==> src/rtl/core_pkg.sv <==
// core_pkg: shared pipeline constants for the RV32I core
package core_pkg;
  localparam int CTRL_W = 12;
  localparam int CTRL_ALU_OP_LSB = 0;
  localparam int CTRL_ALU_OP_W = 4;
  localparam int CTRL_ALU_SRC_BIT = 4;
  localparam int CTRL_BRANCH_BIT = 5;
  localparam int CTRL_JUMP_BIT = 6;
  localparam int CTRL_MEM_WRITE_BIT = 7;
  localparam int CTRL_MEM_SIZE_LSB = 8;
  localparam int CTRL_MEM_SIZE_W = 2;
  localparam int CTRL_WB_SEL_LSB = 10;
  localparam int CTRL_WB_SEL_W = 2;
  localparam logic [CTRL_W-1:0] CTRL_NOP = '0;
  localparam logic [4:0] REG_ZERO = 5'd0;
endpackage

==> src/rtl/load_use_detect.sv <==
// load_use_detect: flags a decode instruction that reads the result of a load still in execute
module load_use_detect
  import core_pkg::*;
(
  input  logic       exe_valid,
  input  logic       exe_mem_read,
  input  logic [4:0] rd_exe,
  input  logic       id_valid,
  input  logic [4:0] id_rs1,
  input  logic [4:0] id_rs2,
  output logic       lu
);
  assign lu = exe_valid & exe_mem_read & (rd_exe != REG_ZERO) & id_valid &
              ((id_rs1 == rd_exe) | (id_rs2 == rd_exe));
endmodule

==> src/rtl/id_exe_reg.sv <==
// id_exe_reg: decode-to-execute pipeline register with load-use bubble insertion and bubble counter
module id_exe_reg
  import core_pkg::*;
#(
  parameter int CTRL_W = core_pkg::CTRL_W,
  parameter int CNT_W = 16
) (
  input  logic              clk,
  input  logic              rst,
  input  logic              id_valid,
  input  logic [31:0]       id_pc,
  input  logic [31:0]       id_rs1_data,
  input  logic [31:0]       id_rs2_data,
  input  logic [31:0]       id_imm,
  input  logic [4:0]        id_rs1,
  input  logic [4:0]        id_rs2,
  input  logic [4:0]        id_rd,
  input  logic [CTRL_W-1:0] id_ctrl,
  input  logic              id_mem_read,
  input  logic              id_reg_write,
  input  logic              flush,
  input  logic              ext_stall,
  output logic              exe_valid,
  output logic [31:0]       exe_pc,
  output logic [31:0]       exe_rs1_data,
  output logic [31:0]       exe_rs2_data,
  output logic [31:0]       exe_imm,
  output logic [4:0]        rd_EXE,
  output logic [CTRL_W-1:0] exe_ctrl,
  output logic              exe_mem_read,
  output logic              exe_reg_write,
  output logic              stall_id,
  output logic [CNT_W-1:0]  bubble_cnt
);
  logic lu;
  load_use_detect u_lu (
    .exe_valid    (exe_valid),
    .exe_mem_read (exe_mem_read),
    .rd_exe       (rd_EXE),
    .id_valid     (id_valid),
    .id_rs1       (id_rs1),
    .id_rs2       (id_rs2),
    .lu           (lu)
  );
  assign stall_id = ext_stall | (lu & ~flush);
  // stage register: hold on ext_stall, bubble on flush or load-use, else capture decode
  always_ff @(posedge clk) begin
    if (rst | (~ext_stall & (flush | lu))) begin
      exe_valid     <= 1'b0;
      exe_pc        <= '0;
      exe_rs1_data  <= '0;
      exe_rs2_data  <= '0;
      exe_imm       <= '0;
      rd_EXE        <= REG_ZERO;
      exe_ctrl      <= CTRL_NOP[CTRL_W-1:0];
      exe_mem_read  <= 1'b0;
      exe_reg_write <= 1'b0;
    end else if (!ext_stall) begin
      exe_valid     <= id_valid;
      exe_pc        <= id_pc;
      exe_rs1_data  <= id_rs1_data;
      exe_rs2_data  <= id_rs2_data;
      exe_imm       <= id_imm;
      rd_EXE        <= id_valid ? id_rd : REG_ZERO;
      exe_ctrl      <= id_ctrl;
      exe_mem_read  <= id_valid & id_mem_read;
      exe_reg_write <= id_valid & id_reg_write;
    end
  end
  // saturating count of load-use bubbles; flushed bubbles are not counted
  always_ff @(posedge clk) begin
    if (rst) bubble_cnt <= '0;
    else if (~ext_stall & ~flush & lu & ~&bubble_cnt) bubble_cnt <= bubble_cnt + 1'b1;
  end
endmodule

==> config.mk <==
export PLATFORM = sky130hd
export DESIGN_NAME = id_exe_reg
export DESIGN_NICKNAME = d
export VERILOG_FILES = /design/src/rtl/core_pkg.sv /design/src/rtl/load_use_detect.sv /design/src/rtl/id_exe_reg.sv
export SDC_FILE = /design/constraint.sdc
export NUM_CORES = 1
export LEC_CHECK = 0
export ABC_AREA = 1
export CAP_MARGIN = 20
export CELL_PAD_IN_SITES_DETAIL_PLACEMENT = 1
export CELL_PAD_IN_SITES_GLOBAL_PLACEMENT = 2
export CORE_MARGIN = 3
export CORE_UTILIZATION = 33
export DETAILED_ROUTE_END_ITERATION = 10
export DONT_BUFFER_PORTS = 1
export PLACE_DENSITY_LB_ADDON = 0.1
export SYNTH_ARGS = -nofsm -noshare
export SYNTH_HDL_FRONTEND = slang
export SYNTH_HIERARCHICAL = 1
export SYNTH_SLANG_ARGS = --single-unit
==> constraint.sdc <==
create_clock -name clk -period 2.1 [get_ports clk]
set_clock_uncertainty 0.1 [all_clocks]
set_input_delay 0.315 -clock clk [delete_from_list [all_inputs] [get_ports clk]]
set_output_delay 0.315 -clock clk [all_outputs]
set_load 0.005 [all_outputs]
; ---- Yosys cells after proc, flatten, opt, wreduce, memory -nomap -nowiden
; Cells that the tools add are included.
[totals]
ff_bits = 164
latch_bits = 0
ramBits = 0
rom_bits = 0
inputBits = 162
output_inout_bits = 165
wordCells = 34
memories = 0
[op_classes]
add_sub_neg = 1
mul = 0
div_mod_pow = 0
magnitude_cmp = 0
n_eq_ne = 2
n_shift = 0
n_mux = 1
bitwise_logic = 17
reduce_logical = 3
[op_table]
columns = cell, count
row1 = "adder 16 x 1 -> 16 bit, second input constant", 1
row2 = AND reduction 16 bit, 1
row3 = bitwise AND 1 bit, 11
row4 = == test 5 bit, 2
row5 = two-way mux 5 bit, 1
row6 = nonzero test 5 bit, 1
row7 = OR 1 bit, 4
row8 = NOT 1 bit, 2
row9 = zero test 1 bit, 1

; ---- Longest topological paths before layout
[depth]
depth_word = 7
mapped_depth = 13
depth_no_buf = 13

; ---- By module
; The synthesis kept the hierarchy.
[modules_own_cells]
columns = module, n_inst, cells_per_inst, area_each_um2, seq_area_each_um2
row1 = id_exe_reg, 1, 791, 6495.0, 3283.1
row2 = load_use_detect, 1, 45, 198.9, 0.0

; ---- Worst setup path after synthesis
; OpenSTA, ideal clock, no wires.
[synth_timing]
path_kind = register -> register
startpoint = register rd_EXE[4]
endpoint = register bubble_cnt[10]
setup_time_ns = 0.115
t_arrival_ns = 1.538
required_ns = 1.885
setup_slack_ns = 0.347
path_stages_with_launch = 14
n_path_buf = 0
path_cell_list = dfxtp_1 -> inv_2 -> nand2_2 -> nand2_1 -> nor2_1 -> nand3_1 -> a21oi_2 -> nand2_1 -> nor2_4 -> nand3_2 -> nor2_1 -> nand3_2 -> nand2_1 -> nor2_1
[synth_via]
elab_chain_cells = 6
[synth_rtl]
columns = element, line
row1 = "start, declared", id_exe_reg.sv:28  ; output logic [4:0] rd_EXE,
row2 = "start signal, assigned", id_exe_reg.sv:64  ; rd_EXE <= id_valid ? id_rd : REG_ZERO;
row3 = nonzero test 5 bit, load_use_detect.sv:13  ; assign lu = exe_valid & exe_mem_read & (rd_exe != REG_ZERO) & id_valid &
row4 = bitwise AND 1 bit (2 in series), load_use_detect.sv:13
row5 = bitwise AND 1 bit (*), load_use_detect.sv:13
row6 = via lu, id_exe_reg.sv:35  ; logic lu;
row7 = bitwise AND 1 bit (*) (2 in series), id_exe_reg.sv:73  ; else if (~ext_stall & ~flush & lu & ~&bubble_cnt) bubble_cnt <= bubble_cnt + 1'b1;
row8 = "end signal, assigned", id_exe_reg.sv:73
row9 = "end, declared", id_exe_reg.sv:33  ; output logic [CNT_W-1:0] bubble_cnt
; Mark *: on every way through the listed nets, which the timed path passes. The rest lies on a longest branch.
; A chain may end at the register's enable or synchronous reset.

; ---- Final worst setup path
[layout_timing]
startpoint = register rd_EXE[3]
endpoint = register bubble_cnt[13]
; The elaborated chain is that of the path after synthesis.

==> qor.json <==
{
  "grt_setup_unrepaired": "yes",
  "power_per_cell_area_nw_per_um2": 736,
  "number_of_global_route_vias_before_repair": 7040,
  "critPathCapture": "bubble_cnt[13]",
  "globalRouteOverflowTotal": 0,
  "maxCapViolations": 0,
  "layout.nets": 1192,
  "synthArstFlopShare_pct": 0,
  "synth.top_cells.by_count": "sky130_fd_sc_hd__nand2_1, sky130_fd_sc_hd__dfxtp_1, sky130_fd_sc_hd__a21oi_2",
  "grt_usage_pct": 22.2,
  "antenna_cells": 0,
  "power.share.sequential_pct": 47.4,
  "setup.worst_path.start_class": "flop",
  "fillCellCount": 2279,
  "max_freq_mhz": 476,
  "post_route_cells_drive_above_1_share_pct": 17.9,
  "grt_max_degree": 85,
  "synth_enable_flop_cells": 0,
  "reg_to_reg_critical_path_endpoint": "bubble_cnt[13]",
  "clkLatencyLatePin_ns": 0.42,
  "clock-sinks": 164,
  "yosys-top-cells-area": "sky130_fd_sc_hd__dfxtp_1, sky130_fd_sc_hd__nand2_1, sky130_fd_sc_hd__a21oi_2",
  "fin_crit_sh_pct": 100,
  "avgViaCountPerCell": 4.91,
  "crit_path_start": "rd_EXE[3]",
  "num_io_pins": 327,
  "max_slew.worst_pin.slew_ns": 0.706,
  "floorplan.initialDensity_pct": 33.9,
  "num_vias": 6423,
  "critPathArrivalTime_ns": 2.31,
  "worst_setup_hold_path_clk_slew_ns": 0.07,
  "run_status": "finished with violations",
  "clk_root_buffer_cell": "sky130_fd_sc_hd__clkbuf_16",
  "placementRows": 51,
  "peakVddDrop_v": 0.000589,
  "failing_checks": "negative setup slack",
  "grt_first_pass_wirelength_mm": 38.8,
  "synth.ff_latch_count": 164,
  "clock_tree_from_tritoncts": "built",
  "antenna_found_initial": 0,
  "drtAntennaViolNets": 0,
  "final.setup.tns_ns": -0.00119,
  "detailed_route_drc_error_count": 0,
  "relSlewSlack_pct": 52.7,
  "crit-reg2reg-launch": "rd_EXE[3]",
  "cellLeakagePower_nw": 3.41,
  "avgRoutedWirePerCell_um": 19.4,
  "synth.avg_cell_area_sq_um": 8.01,
  "cts-root-to-sink-buffers": 2,
  "synthDominantCellAreaShare_pct": 49.0,
  "synthDistinctLibCells": 27,
  "netlist_area_before_placement_sq_um": 6690,
  "tritoncts.num_buffers": 17,
  "setup_crit_path_kind": "reg2reg",
  "dieHeight_um": 148,
  "ys_dominant_reg_cell": "sky130_fd_sc_hd__dfxtp_1",
  "timing_max_transition_violations_final": 0,
  "worst-endpoint-required_ns": 2.31,
  "hpwl_mm": 15.4,
  "synth_area_leader_cell": "sky130_fd_sc_hd__dfxtp_1",
  "timing.final.hold_violations": 0,
  "wirelength_mm": 25.4,
  "power_switching_w": 0.00190,
  "r2r_setup_slack_ns": -0.001,
  "synth_warnings": 6,
  "globalplace.congestion": 0.784,
  "h-tree-depth": 4,
  "power.switching_fraction_pct": 26.7,
  "clkPwrFrac_pct": 41.8,
  "die_x_um": 148,
  "timing.final.ws_setup_ns": -0.00119,
  "crit_path_max_fanout": 7,
  "worst_hold_slack_ns": 0.104,
  "hold_path_class": "in2reg",
  "die-area_sq_um": 22000,
  "core_sq_um": 19700,
  "initialDrtViolationCount": 247,
  "detailedRoute.firstPassIterationCount": 4,
  "setup-violations-final": 1,
  "netlist_instances": 836,
  "crit_path_end_kind": "flop",
  "yosysSeqAreaShare_pct": 49.0,
  "syn_to_final_growth_pct": 44.2,
  "synth_fp_nets": 999,
  "power.internal_w": 0.00521,
  "top_count_cell_post_synth": "sky130_fd_sc_hd__nand2_1",
  "numPortBuffers": 0,
  "period_needed_ns": 2.10,
  "share_comb_of_total_power_pct": 10.9,
  "r2r.worst_path.cells": 13
}
[worst max-delay path, cell delays in order (launching register included)]
cell                      delay, ns
sky130_fd_sc_hd__dfxtp_4       0.40
sky130_fd_sc_hd__nand2_2       0.06
sky130_fd_sc_hd__inv_1         0.06
sky130_fd_sc_hd__nor2_1        0.05
sky130_fd_sc_hd__nor2_1        0.13
sky130_fd_sc_hd__nand3_1       0.14
sky130_fd_sc_hd__a21oi_4       0.21
sky130_fd_sc_hd__nand2_2       0.09
sky130_fd_sc_hd__nor2_4        0.26
sky130_fd_sc_hd__nand3_2       0.16
sky130_fd_sc_hd__nor2_4        0.15
sky130_fd_sc_hd__nand3_2       0.08
sky130_fd_sc_hd__nand2_2       0.08
sky130_fd_sc_hd__nor2_2        0.03
[layer usage]
metal / global-route usage, % / vias to the layer above / routed length, um
li1: - / 3052 / -
met2: 41.3 / 215 / 13500
met5: 0 / - / 0
met4: 7.44 / 0 / 569
met1: 23.6 / 3117 / 9460
met3: 6.98 / 39 / 1810
[flip-flops by register name, indices dropped and copies added (netlist names)]
register	cells
exe_ctrl	12
rd_EXE	5
exe_reg_write	1
exe_rs1_data	32
exe_imm	32
exe_pc	32
exe_valid	1
exe_mem_read	1
bubble_cnt	16
exe_rs2_data	32
[cell families after synthesis]
kind of cell / share of synthesized area [%]
adder cells (fa/ha/maj): 0.187
AND/OR/NAND/NOR: 25.5
AO/OA/AOI/OAI: 18.2
buffers and inverters: 6.67
flip-flops: 49.0
XOR/XNOR: 0.393
[power groups by stage]
| stage | Combinational [W] | Clock (W) | Sequential, W |
|---|---|---|---|
| after detailed placement | 0.000433 | 0 | 0.00344 |
| final | 0.000772 | 0.00297 | 0.00336 |
| after global routing | 0.000842 | 0.00320 | 0.00338 |
| after global placement | 0.000409 | 0 | 0.00344 |
| after floorplan | 0.000404 | 0 | 0.00339 |
| after CTS | 0.000754 | 0.00306 | 0.00337 |
[final cells by class]
class	instances	area, sq um	share of cell area [%]
timing repair buffer	225	2310	24.0
tap	265	332	3.44
multi-input combinational	594	3050	31.6
clock inverter	13	111	1.15
sequential	164	3300	34.2
clock buffer	19	443	4.59
inverter	27	104	1.08
[how the worst min path moves through the flow]
stage | startpoint | end | cells after the start
floorplan | id_rs1_data[18] | exe_rs1_data[18] | 2
global placement | id_pc[13] | exe_pc[13] | 2
detailed placement | id_pc[3] | exe_pc[3] | 2
CTS | ext_stall | exe_rs1_data[24] | 3
global route | ext_stall | exe_rs1_data[24] | 3
finish | ext_stall | exe_rs1_data[24] | 3
[through the flow]
stage	area [sq um]	setup WS (ns)	util, %	total power (W)	std cells
2_1_floorplan	6690	0.347	-	0.00379	836
3_3_place_gp	6860	0.0808	34.8	0.00385	1062
3_5_place_dp	6860	-0.00172	34.8	0.00387	1062
4_1_cts	9560	0.00266	48.5	0.00718	1306
5_1_grt	9650	-0.139	48.9	0.00742	1307
6_report	9650	-0.00119	48.9	0.00710	1307
[what timing repair did]
item / in CTS / in global routing
buffers inserted: 0 / 1
setup endpoints to repair: 4 / 13
gates resized for setup: 5 / 28
pin swaps: 0 / 12
gates cloned: 0 / 0
hold buffers: 212 / 0
hold endpoints to repair: 148 / 0
[cell usage in the layout, fill, tap and decap left out, drive strengths merged]
master       instances
buf                 14
o21ai                2
xor2                 1
inv                 33
nor2                63
nand2              337
clkinv               3
xnor2                2
clkbuf              19
clkinvlp             4
dfxtp              164
a22oi                7
dlygate4sd3        211
nand4                4
nor3                 1
nand3               21
a21oi              155
ha                   1
Power figures use the tool's default switching activity.
